==> src/rtl/flappy_pkg.sv <==
// Shared types and constants for the Flappy Bird score path: BCD digits,
// 3-digit scores, seven-segment patterns (active-low) and a BCD compare.
package flappy_pkg;

  typedef logic [3:0] bcd_t;
  typedef bcd_t [2:0] score_t;  // [2]=hundreds, [1]=tens, [0]=ones

  localparam logic [6:0] SEG_BLANK = 7'b1111111;
  localparam logic [6:0] SEG_DIGITS [0:9] = '{
    7'b1000000, 7'b1111001, 7'b0100100, 7'b0110000, 7'b0011001,
    7'b0010010, 7'b0000010, 7'b1111000, 7'b0000000, 7'b0010000
  };

  // Most-significant digit decides first
  function automatic logic bcd_gt(score_t a, score_t b);
    if (a[2] != b[2]) return a[2] > b[2];
    if (a[1] != b[1]) return a[1] > b[1];
    return a[0] > b[0];
  endfunction

endpackage

==> src/rtl/seg7_decode.sv <==
// One BCD digit to active-low seven-segment pattern; non-decimal codes blank.
module seg7_decode
  import flappy_pkg::*;
(
  input  bcd_t       digit,
  input  logic       blank,
  output logic [6:0] seg
);

  always_comb begin
    seg = SEG_BLANK;
    if (!blank && digit <= 4'd9) seg = SEG_DIGITS[digit];
  end

endmodule

==> src/rtl/score_keeper.sv <==
// 3-digit BCD score with saturation, freeze on loss, and HEX0-HEX5 drive.
// Define SCORE_KEEPER_BEST_EN to build the best-score register and display.
module score_keeper
  import flappy_pkg::*;
#(
  parameter int BLANK_LEADING = 1,
  parameter int MAX_SCORE     = 999
) (
  input  logic       clk,
  input  logic       reset,
  input  logic       restart,
  input  logic       score_in,
  input  logic       lose_in,
  output logic [6:0] hex0,
  output logic [6:0] hex1,
  output logic [6:0] hex2,
  output logic [6:0] hex3,
  output logic [6:0] hex4,
  output logic [6:0] hex5,
  output logic       new_best
);

  localparam score_t MAX_BCD = {4'(MAX_SCORE / 100), 4'((MAX_SCORE / 10) % 10),
                                4'(MAX_SCORE % 10)};

  score_t score, score_inc;
  logic   score_d, score_rise;

  assign score_rise = score_in & ~score_d;

  // Ripple BCD increment; holds at the saturation value
  always_comb begin
    score_inc = score;
    if (score != MAX_BCD) begin
      if (score[0] == 4'd9) begin
        score_inc[0] = 4'd0;
        if (score[1] == 4'd9) begin
          score_inc[1] = 4'd0;
          score_inc[2] = score[2] + 4'd1;
        end else begin
          score_inc[1] = score[1] + 4'd1;
        end
      end else begin
        score_inc[0] = score[0] + 4'd1;
      end
    end
  end

  always_ff @(posedge clk or posedge reset) begin
    if (reset) begin
      score   <= '0;
      score_d <= 1'b0;
    end else begin
      score_d <= score_in;
      if (restart)                     score <= '0;
      else if (score_rise && !lose_in) score <= score_inc;
    end
  end

  function automatic logic [2:0] lead_blank(score_t s);
    logic [2:0] b;
    b[0] = 1'b0;
    b[1] = (BLANK_LEADING != 0) && (s[2] == 4'd0) && (s[1] == 4'd0);
    b[2] = (BLANK_LEADING != 0) && (s[2] == 4'd0);
    return b;
  endfunction

  logic [2:0]      score_blank;
  logic [2:0][6:0] score_seg;

  assign score_blank = lead_blank(score);

  for (genvar g = 0; g < 3; g++) begin : g_score_seg
    seg7_decode u_dec (.digit(score[g]), .blank(score_blank[g]), .seg(score_seg[g]));
  end

  assign hex0 = score_seg[0];
  assign hex1 = score_seg[1];
  assign hex2 = score_seg[2];

`ifdef SCORE_KEEPER_BEST_EN
  score_t          best;
  logic            lose_d, lose_rise, nb_q;
  logic [2:0]      best_blank;
  logic [2:0][6:0] best_seg;

  assign lose_rise = lose_in & ~lose_d;

  // Compare sees the pre-edge score, so a same-edge restart still records it
  always_ff @(posedge clk or posedge reset) begin
    if (reset) begin
      best   <= '0;
      lose_d <= 1'b0;
      nb_q   <= 1'b0;
    end else begin
      lose_d <= lose_in;
      if (lose_rise && bcd_gt(score, best)) begin
        best <= score;
        nb_q <= 1'b1;
      end
      if (restart) nb_q <= 1'b0;
    end
  end

  assign best_blank = lead_blank(best);

  for (genvar g = 0; g < 3; g++) begin : g_best_seg
    seg7_decode u_dec (.digit(best[g]), .blank(best_blank[g]), .seg(best_seg[g]));
  end

  assign hex3     = best_seg[0];
  assign hex4     = best_seg[1];
  assign hex5     = best_seg[2];
  assign new_best = nb_q;
`else
  assign hex3     = SEG_BLANK;
  assign hex4     = SEG_BLANK;
  assign hex5     = SEG_BLANK;
  assign new_best = 1'b0;
`endif

endmodule
==> config.mk <==
export PLATFORM = sky130hd
export DESIGN_NAME = score_keeper
export DESIGN_NICKNAME = d
export VERILOG_FILES = /design/src/rtl/flappy_pkg.sv /design/src/rtl/seg7_decode.sv /design/src/rtl/score_keeper.sv
export SDC_FILE = /design/constraint.sdc
export NUM_CORES = 1
export LEC_CHECK = 0
export CAP_MARGIN = 15
export CORE_MARGIN = 2
export CORE_UTILIZATION = 45
export CTS_BUF_LIST = sky130_fd_sc_hd__clkbuf_8
export CTS_CLUSTER_SIZE = 28
export DETAILED_ROUTE_END_ITERATION = 6
export GPL_ROUTABILITY_DRIVEN = 1
export PLACE_DENSITY = 0.82
export SETUP_SLACK_MARGIN = 0.1
export SLEW_MARGIN = 20
export SYNTH_ARGS = -nofsm -noshare
export SYNTH_HDL_FRONTEND = slang
export SYNTH_HIERARCHICAL = 1
export SYNTH_SLANG_ARGS = --single-unit
==> constraint.sdc <==
create_clock -name clk -period 1.65 [get_ports clk]
set_input_delay 0.4125 -clock clk [delete_from_list [all_inputs] [get_ports clk]]
set_output_delay 0.4125 -clock clk [all_outputs]
set_load 0.01 [all_outputs]
# --- After elaboration in Yosys (flattened, before gate mapping) ---
# Memory sizes are Yosys's and may differ from the RTL's.
# Cells that the tools add are included.
word_totals:
  reg_bits: 13
  rom_bits: 336
  inputBits: 5
  output_inout_bits: 43
  wordCells: 56
  n_memories: 3
mem_list:
  columns: ["name", "depth", "word_bits", "read_ports", "rd_clocked_by_memory_dff", "write_ports", "line_no", "text"]
  rows:
  - ["(no name shown)", 16, 7, 1, 0, 0, "seg7_decode.sv:12", "if (!blank && digit <= 4'd9) seg = SEG_DIGITS[digit];"]
  - ["(no name shown)", 16, 7, 1, 0, 0, "seg7_decode.sv:12", null]
  - ["(no name shown)", 16, 7, 1, 0, 0, "seg7_decode.sv:12", null]
op_classes:
  addsub: 3
  order_cmp: 6
  eq_ne: 3
  mux: 16
  bitwise: 5
  reduce_logical: 16
op_table:
  columns: ["op", "count"]
  rows:
  - ["$mux W7", 9]
  - ["$mux W12", 3]
  - ["$ge A5 B5 Y1 const B", 3]
  - ["$not A4 Y5", 3]
  - ["$add A4 B1 Y4 const B", 3]
  - ["$le A4 B4 Y1 const B", 3]
  - ["$mux W4", 3]
  - ["$ne A12 B12 Y1 const B", 1]
  - ["$eq A4 B4 Y1 const B", 2]
  - ["$logic_not A4 Y1", 2]
  - ["$mux W8", 1]
  - ["$reduce_bool A2 Y1", 4]
  - ["$logic_and A1 B1 Y1", 4]
  - ["$reduce_and A4 Y1", 1]
  - ["$logic_not A1 Y1", 3]
  - ["$reduce_and A3 Y1", 1]
  - ["$reduce_and A2 Y1", 1]
  - ["$and A1 B1 Y1", 1]
  - ["$not A1 Y1", 1]

# --- Longest topological paths before layout ---
# Gate-level depths: netlist (run 1).
depth:
  word_depth: 6
  depth_mapped: 6

# --- Cells and area by module ---
# The synthesis (run 1) kept the hierarchy.
modules_own_cells:
  columns: ["mod", "n_inst", "cells_per_inst", "area_each_um2", "seq_area_each_um2"]
  rows:
  - ["score_keeper", 1, 116, 1047.3, 325.3]
  - ["seg7_decode", 3, 29, 210.2, 0.0]

# --- Worst setup path after synthesis (run 1) ---
# No wires, ideal clock.
synth_timing:
  path_kind: "register to output"
  from: "register score[8] (netlist bit)"
  to: "output port hex1[0]"
  t_arrival_ps: 1471
  required_ps: 1237
  path_slack_ps: -233
  path_stages_with_launch: 7
  n_path_buf: 0
  path_cell_list: "dfrtp_1 inv_1 ha_1 nor3b_1 and3_1 a21oi_4 o21ai_0"
synth_via:
  elab_chain_cells: 5
synth_rtl:
  columns: ["element", "line_no", "text"]
  rows:
  - ["start, declared", "score_keeper.sv:26", "score_t score, score_inc;"]
  - ["start signal, assigned", "score_keeper.sv:56", "else if (score_rise && !lose_in) score <= score_inc;"]
  - ["$logic_not A4 Y1", null, null]
  - ["named net score_blank[2]", "score_keeper.sv:68", "logic [2:0] score_blank;"]
  - ["$logic_and A1 B1 Y1", "score_keeper.sv:63", "b[1] = (BLANK_LEADING != 0) && (s[2] == 4'd0) && (s[1] == 4'd0);"]
  - ["named net score_blank[1]", "score_keeper.sv:68", null]
  - ["$logic_not A1 Y1", "seg7_decode.sv:12", null]
  - ["$logic_and A1 B1 Y1", "seg7_decode.sv:12", null]
  - ["$mux W7", "seg7_decode.sv:12", null]
  - ["end, declared", "score_keeper.sv:15", "output logic [6:0] hex1,"]
# The timed path passes the listed nets, and every way through them passes these cells.

# --- Worst setup path in the final report (run 1) ---
layout_timing:
  from: "register score[0] (netlist bit)"
  to: "output port hex0[4]"
layout_via:
  elab_chain_cells: 5
  word_cells_on_any_way: 6
layout_rtl:
  columns: ["element", "line_no", "text"]
  rows:
  - ["$not A4 Y5 (not written as such)", "seg7_decode.sv:12", null]
  - ["$mem_v2 Z16 W7", null, null]
  - ["$mux W7 (not written as such) (2 in a row)", "seg7_decode.sv:12", null]
  - ["$mux W7 *", "seg7_decode.sv:12", null]
  - ["end, declared", "score_keeper.sv:14", "output logic [6:0] hex0,"]
# Mark *: on every way between the ends. The rest lies on a longest branch, timed or not. The select of a mux whose other input is x is not followed.

==> results of run 1 <==
-- synthesized netlist by cell type, types with 4 or more instances --
master	count
nor2_1	16
buf_4	22
a21oi_1	15
dfrtp_1	13
ha_1	23
nand2_1	11
nand4_1	4
o21ai_0	16
inv_1	17
nand2b_1	7
nand3_1	4
-- per-stage QoR --
step                utilization, %  hold slack, ns  total power (W)  area, um^2
CTS                           68.8           0.506         0.000897        2500
global route                  73.4           0.529         0.000960        2670
global placement              63.5           0.644         0.000606        2310
finish                        73.4           0.502         0.000919        2670
floorplan                        -           0.289         0.000525        1850
detailed placement            63.5           0.658         0.000612        2310
-- worst max-delay path, stage by stage (launching register included) --
cell and delay (ns):
dfrtp_2 0.45, inv_2 0.10, ha_4 0.15, o21bai_4 0.06
a21oi_4 0.18, buf_6 0.14, o211ai_1 0.10, buf_2 0.16
-- flip-flops by register name (all words and copies together), names as in the netlist --
signal	cells
score	12
score_d	1
-- timing repair --
action	CTS	global route
endpoints found under the setup margin	32	33
setup buffers	12	5
pin swaps	15	12
gates resized for setup	126	26
-- report_power, final --
group	switching, W	total [W]	internal, W
logic	0.000153	0.000281	0.000128
clock network	0.000135	0.000302	0.000167
registers	0.0000107	0.000336	0.000326
total	0.000299	0.000919	0.000621
-- final timing paths --
path	start	endpoint	slack, ns	cells after the start
setup reg to reg	score[8]	score[10]	-0.14	7
hold reg to reg	score[4]	score[4]	0.72	3
max in group asynchronous	reset	score[9]	0.76	2
setup / recovery	score[0]	hex0[4]	-0.37	7
min in group clk	score_in	score_d	0.51	2
hold / removal	reset	score[11]	0.50	2
-- cells by family (layout without fill, tap and decap cells) --
kind of cell    count (synthesis)  count (layout)  share of synthesized area [%]
mux                             4               4                           2.54
fa+ha+maj                      23              23                           17.2
other cells                     2              23                          0.448
simple gates                   65              65                           22.4
buf+inv                        46             112                           16.6
flops                          13              13                           19.4
xor+xnor                        1               1                          0.522
compound gates                 49              49                           21.0
-- per-layer routing --
metal  wire length (um)  vias up
met4                112        0
met5                  0        -
met3                237       14
met1               1870      823
li1                   -      832
met2               2650       60
-- cell type report --
| class | count | area (um^2) | area share [%] |
|---|---|---|---|
| Tap cell | 48 | 60.1 | 2.25 |
| Clock buffer | 3 | 41.3 | 1.55 |
| Sequential cell | 13 | 330 | 12.4 |
| Inverter | 17 | 76.3 | 2.86 |
| Timing Repair Buffer | 91 | 708 | 26.5 |
| Clock inverter | 1 | 5.00 | 0.188 |
| Multi-Input combinational cell | 165 | 1450 | 54.2 |
==> results.sh, run 1 <==
export IMPL_crit_fanout=4
export IMPL_first_global_vias=1607
export IMPL_final_common_cell="buf_4"
export IMPL_dieWidth_um=65.1
export IMPL_grt_max_degree=14
export IMPL_vias_per_cell=5.12
export IMPL_clk_pin_slew_ns=0.07
export IMPL_skew_ns=0.00395
export IMPL_fin_cells=338
export IMPL_clkLatencyLatePin_ns=0.25
export IMPL_area_growth_pct=59.0
export IMPL_status="complete, but fails checks"
export IMPL_cellPowerDensity_nw_per_um2=345
export IMPL_fillers=278
export IMPL_timing_final_ws_setup_ns=-0.365
export IMPL_drtAntennaViolNets=0
export IMPL_ys_seq_area_share_pct=19.4
export IMPL_yosysWarnings=6
export IMPL_yosys_area_top_type="dfrtp_1"
export IMPL_ys_types=44
export IMPL_wl_mm=4.86
export IMPL_drt_iter0_markers=79
export IMPL_relSlewSlack_pct=63.7
export IMPL_leakagePower_nw=1.16
export IMPL_slew_violations=0
export IMPL_io_pins=48
export IMPL_synthTopCellsByArea="dfrtp_1 19%, ha_1 17%, buf_4 9.8%"
export IMPL_finalSetupViolCount=29
export IMPL_drt_first_pass_iters=4
export IMPL_gp_congestion=0.831
export IMPL_drc=0
export IMPL_max_vdd_ir_drop_mv=0.382
export IMPL_ctsRootBufferMaster="clkbuf_8"
export IMPL_synth_async_reset_ratio_pct=100
export IMPL_synth_cells=203
export IMPL_syn_area_um2=1680
export IMPL_failed_checks="negative setup slack"
export IMPL_detail_route_wl_per_cell_um=14.4
export IMPL_critical_path_class="flip-flop to output pin"
export IMPL_track_usage_pct=22.2
export IMPL_fp_row_count=22
export IMPL_cap_violations=0
export IMPL_gr_usage_met1_pct=26.0
export IMPL_most_common_layout_cells="50 x buf_4, 23 x conb_1, 20 x buf_2"
export IMPL_grt_busiest_layer="met2"
export IMPL_setup_tns_ns=-7.28
export IMPL_start_util_pct=46.2
export IMPL_tightest_slew_ns=0.544
export IMPL_dp_cells=317
export IMPL_cts_buffers=3
export IMPL_grt_pass1_wl_mm=7.32
export IMPL_overflow=0
export IMPL_clockBufferDepth=2
export IMPL_global_route_usage_met3_pct=2.43
export IMPL_dp_slack_ns=-0.503
export IMPL_cts_tree="yes"
export IMPL_start_kind="flip-flop"
export IMPL_synth_edf_count=0
export IMPL_drive_gt1_share_pct=51.7
export IMPL_min_period_ns=2.02
export IMPL_grt_use_met2_pct=41.6
export IMPL_portBuffers=25
export IMPL_vias=1729
export IMPL_cts_htree_levels=1
export IMPL_die_area_um2=4230
export IMPL_syn_area_per_cell_um2=8.27
export IMPL_arrival_ns=1.60
export IMPL_final_nets=319
export IMPL_n_antenna_cell=0
export IMPL_yosysTopAreaCellShare_pct=19.4
export IMPL_grt_setup_unrepaired="true"
export IMPL_post_route_period_util_pct=122
export IMPL_endpoint_kind="output pin"
export IMPL_cp_required_ns=1.24
export IMPL_die_y_um=65.1
export IMPL_grt_antenna_before_repair=0
export IMPL_holdCritPathClass="input pin to asynchronous set/reset pin"
export IMPL_finalHoldViolCount=0
export IMPL_synth_ff_latch_count=13
export IMPL_fp_coreArea_um2=3630
export IMPL_clkSinkCount=13
export IMPL_dp_hpwl_mm=2.79
export IMPL_holdBufCountCts=0
export IMPL_fmax_mhz=496
export IMPL_synthFlopType="dfrtp_1"
No activity file was read; power rests on OpenSTA's default activity.
==> run 2, diff against run 1 <==
--- a/config.mk
+++ b/config.mk
@@ -7,13 +7,14 @@
 export LEC_CHECK = 0
 export CAP_MARGIN = 15
 export CORE_MARGIN = 2
-export CORE_UTILIZATION = 45
+export CORE_UTILIZATION = 40
 export CTS_BUF_LIST = sky130_fd_sc_hd__clkbuf_8
 export CTS_CLUSTER_SIZE = 28
 export DETAILED_ROUTE_END_ITERATION = 6
 export GPL_ROUTABILITY_DRIVEN = 1
-export PLACE_DENSITY = 0.82
+export PLACE_DENSITY = 0.75
 export SETUP_SLACK_MARGIN = 0.1
+export SKIP_LAST_GASP = 1
 export SLEW_MARGIN = 20
 export SYNTH_ARGS = -nofsm -noshare
 export SYNTH_HDL_FRONTEND = slang
==> results.sh, run 2 (synthesized netlist as in run 1, its figures left out) <==
export IMPL_wl_mm=4.63
export IMPL_tightest_slew_ns=0.551
export IMPL_slew_violations=0
export IMPL_gr_usage_met1_pct=21.7
export IMPL_arrival_ns=1.60
export IMPL_timing_final_ws_setup_ns=-0.360
export IMPL_die_area_um2=4730
export IMPL_critPathMaxStageDelay_ns=0.41
export IMPL_cap_violations=0
export IMPL_multiInputGateArea_um2=1390
export IMPL_min_period_ns=2.01
export IMPL_final_common_cell="buf_4"
export IMPL_grt_max_degree=14
export IMPL_vias_per_cell=4.94
export IMPL_dp_cells=318
export IMPL_most_common_layout_cells="51 x buf_4, 23 x conb_1, 20 x buf_2"
export IMPL_finalHoldViolCount=0
export IMPL_endpoint_kind="output pin"
export IMPL_status="complete, but fails checks"
export IMPL_cp_cell_sequence="buf_4 > inv_4 > ha_4 > o21bai_4 > a21oi_4 > o211ai_1 > buf_2"
export IMPL_skew_ns=0.000392
export IMPL_ctsRootBufferMaster="clkbuf_8"
export IMPL_area_growth_pct=56.4
export IMPL_cts_htree_levels=1
export IMPL_overflow=0
export IMPL_drc=0
export IMPL_dieWidth_um=68.8
export IMPL_start_util_pct=41.6
export IMPL_clockBufferDepth=2
export IMPL_fin_cells=342
export IMPL_dp_slack_ns=-0.534
export IMPL_crit_fanout=7
export IMPL_clkSinkCount=13
export IMPL_top_regs="score x12, score_d x1"
export IMPL_crit_family="flip-flops"
export IMPL_cts_buffers=3
export IMPL_critical_path_class="flip-flop to output pin"
export IMPL_critical_path_buf_inv_count=3
export IMPL_top_register="score"
export IMPL_first_global_vias=1548
export IMPL_die_y_um=68.8
export IMPL_grt_use_met2_pct=37.1
export IMPL_fmax_mhz=498
export IMPL_n_antenna_cell=0
export IMPL_largest_reg_flops=12
export IMPL_fp_row_count=23
export IMPL_slowest_stage="dfrtp_2"
export IMPL_drtAntennaViolNets=0
export IMPL_max_vdd_ir_drop_mv=0.400
export IMPL_drt_iter0_markers=30
export IMPL_io_pins=48
export IMPL_start_kind="flip-flop"
export IMPL_grt_pass1_wl_mm=6.96
export IMPL_grt_setup_unrepaired="true"
export IMPL_track_usage_pct=20.0
export IMPL_timing_hold_ws_ns=0.501
export IMPL_holdCritPathClass="input pin to asynchronous set/reset pin"
export IMPL_vias=1688
export IMPL_dp_hpwl_mm=2.85
export IMPL_clkLatencyLatePin_ns=0.25
export IMPL_post_route_period_util_pct=122
export IMPL_grt_antenna_before_repair=0
export IMPL_gp_congestion=0.852
export IMPL_cts_tree="yes"
export IMPL_fillers=343
export IMPL_portBuffers=25
export IMPL_drt_first_pass_iters=4
export IMPL_finalSetupViolCount=29
export IMPL_setup_tns_ns=-7.25
export IMPL_seqCellArea_um2=332
export IMPL_cellPowerDensity_nw_per_um2=350
export IMPL_fp_coreArea_um2=4030
export IMPL_global_route_usage_met3_pct=3.57
export IMPL_failed_checks="negative setup slack"
export IMPL_clk_pin_slew_ns=0.06
export IMPL_final_nets=321
export IMPL_detail_route_wl_per_cell_um=13.5
export IMPL_cp_required_ns=1.24
export IMPL_leakagePower_nw=1.15
export IMPL_grt_busiest_layer="met2"
export IMPL_relSlewSlack_pct=63.2
export IMPL_drive_gt1_share_pct=51.4
-- run 2: worst reg2reg max path, delay by kind of cell (launching register included) --
family	cells	cell delay (ns)
and+or+nand+nor	1	0.23
buffers and inverters	4	0.58
DFF	1	0.41
adders and majority gates	1	0.19
AOI/OAI and AO/OA	2	0.24
-- run 2: metal layers --
metal	vias to the layer above	wire [um]
li1	835	-
met3	14	209
met5	-	0
met1	783	1760
met2	56	2480
met4	0	177
-- run 2: path summary, 6_finish.rpt --
path / start / to / slack [ns] / depth (start not counted)
worst max-delay path: score[8] / hex2[4] / -0.36 / 7
worst min-delay path: reset / score[10] / 0.50 / 2
worst max register to register: score[8] / score[7] / -0.13 / 8
worst min register to register: score_d / score[2] / 0.70 / 4
max in group asynchronous: reset / score[0] / 0.75 / 2
min in group clk: score_in / score_d / 0.50 / 2
-- run 2: cell type report --
type | instances | area share, %
clock buffer | 3 | 1.57
clock inverter | 1 | 0.143
timing repair buffer | 93 | 27.6
sequential | 13 | 12.6
tap | 50 | 2.38
multi-input combinational | 165 | 52.9
inverter | 17 | 2.81
-- run 2: report_power, final --
group          switching [W]  internal (W)
Combinational       0.000152      0.000135
Sequential        0.00000796      0.000326
Clock               0.000131      0.000165
Total               0.000291      0.000626
-- run 2: per-stage QoR --
step | utilization (%) | total power [W] | cell area, um^2
6_report | 65.1 | 0.000917 | 2620
5_1_grt | 65.1 | 0.000972 | 2620
4_1_cts | 60.6 | 0.000898 | 2440
3_5_place_dp | 57.1 | 0.000621 | 2300
3_3_place_gp | 57.1 | 0.000616 | 2300
2_1_floorplan | - | 0.000525 | 1850
-- run 2: repair_timing --
| item | CTS | global route |
|---|---|---|
| pin swaps | 21 | 15 |
| cloned | 0 | 0 |
| buffers inserted | 12 | 11 |
| gates resized for setup | 118 | 32 |
| hold buffers | 0 | 0 |
| setup endpoints to repair | 32 | 33 |
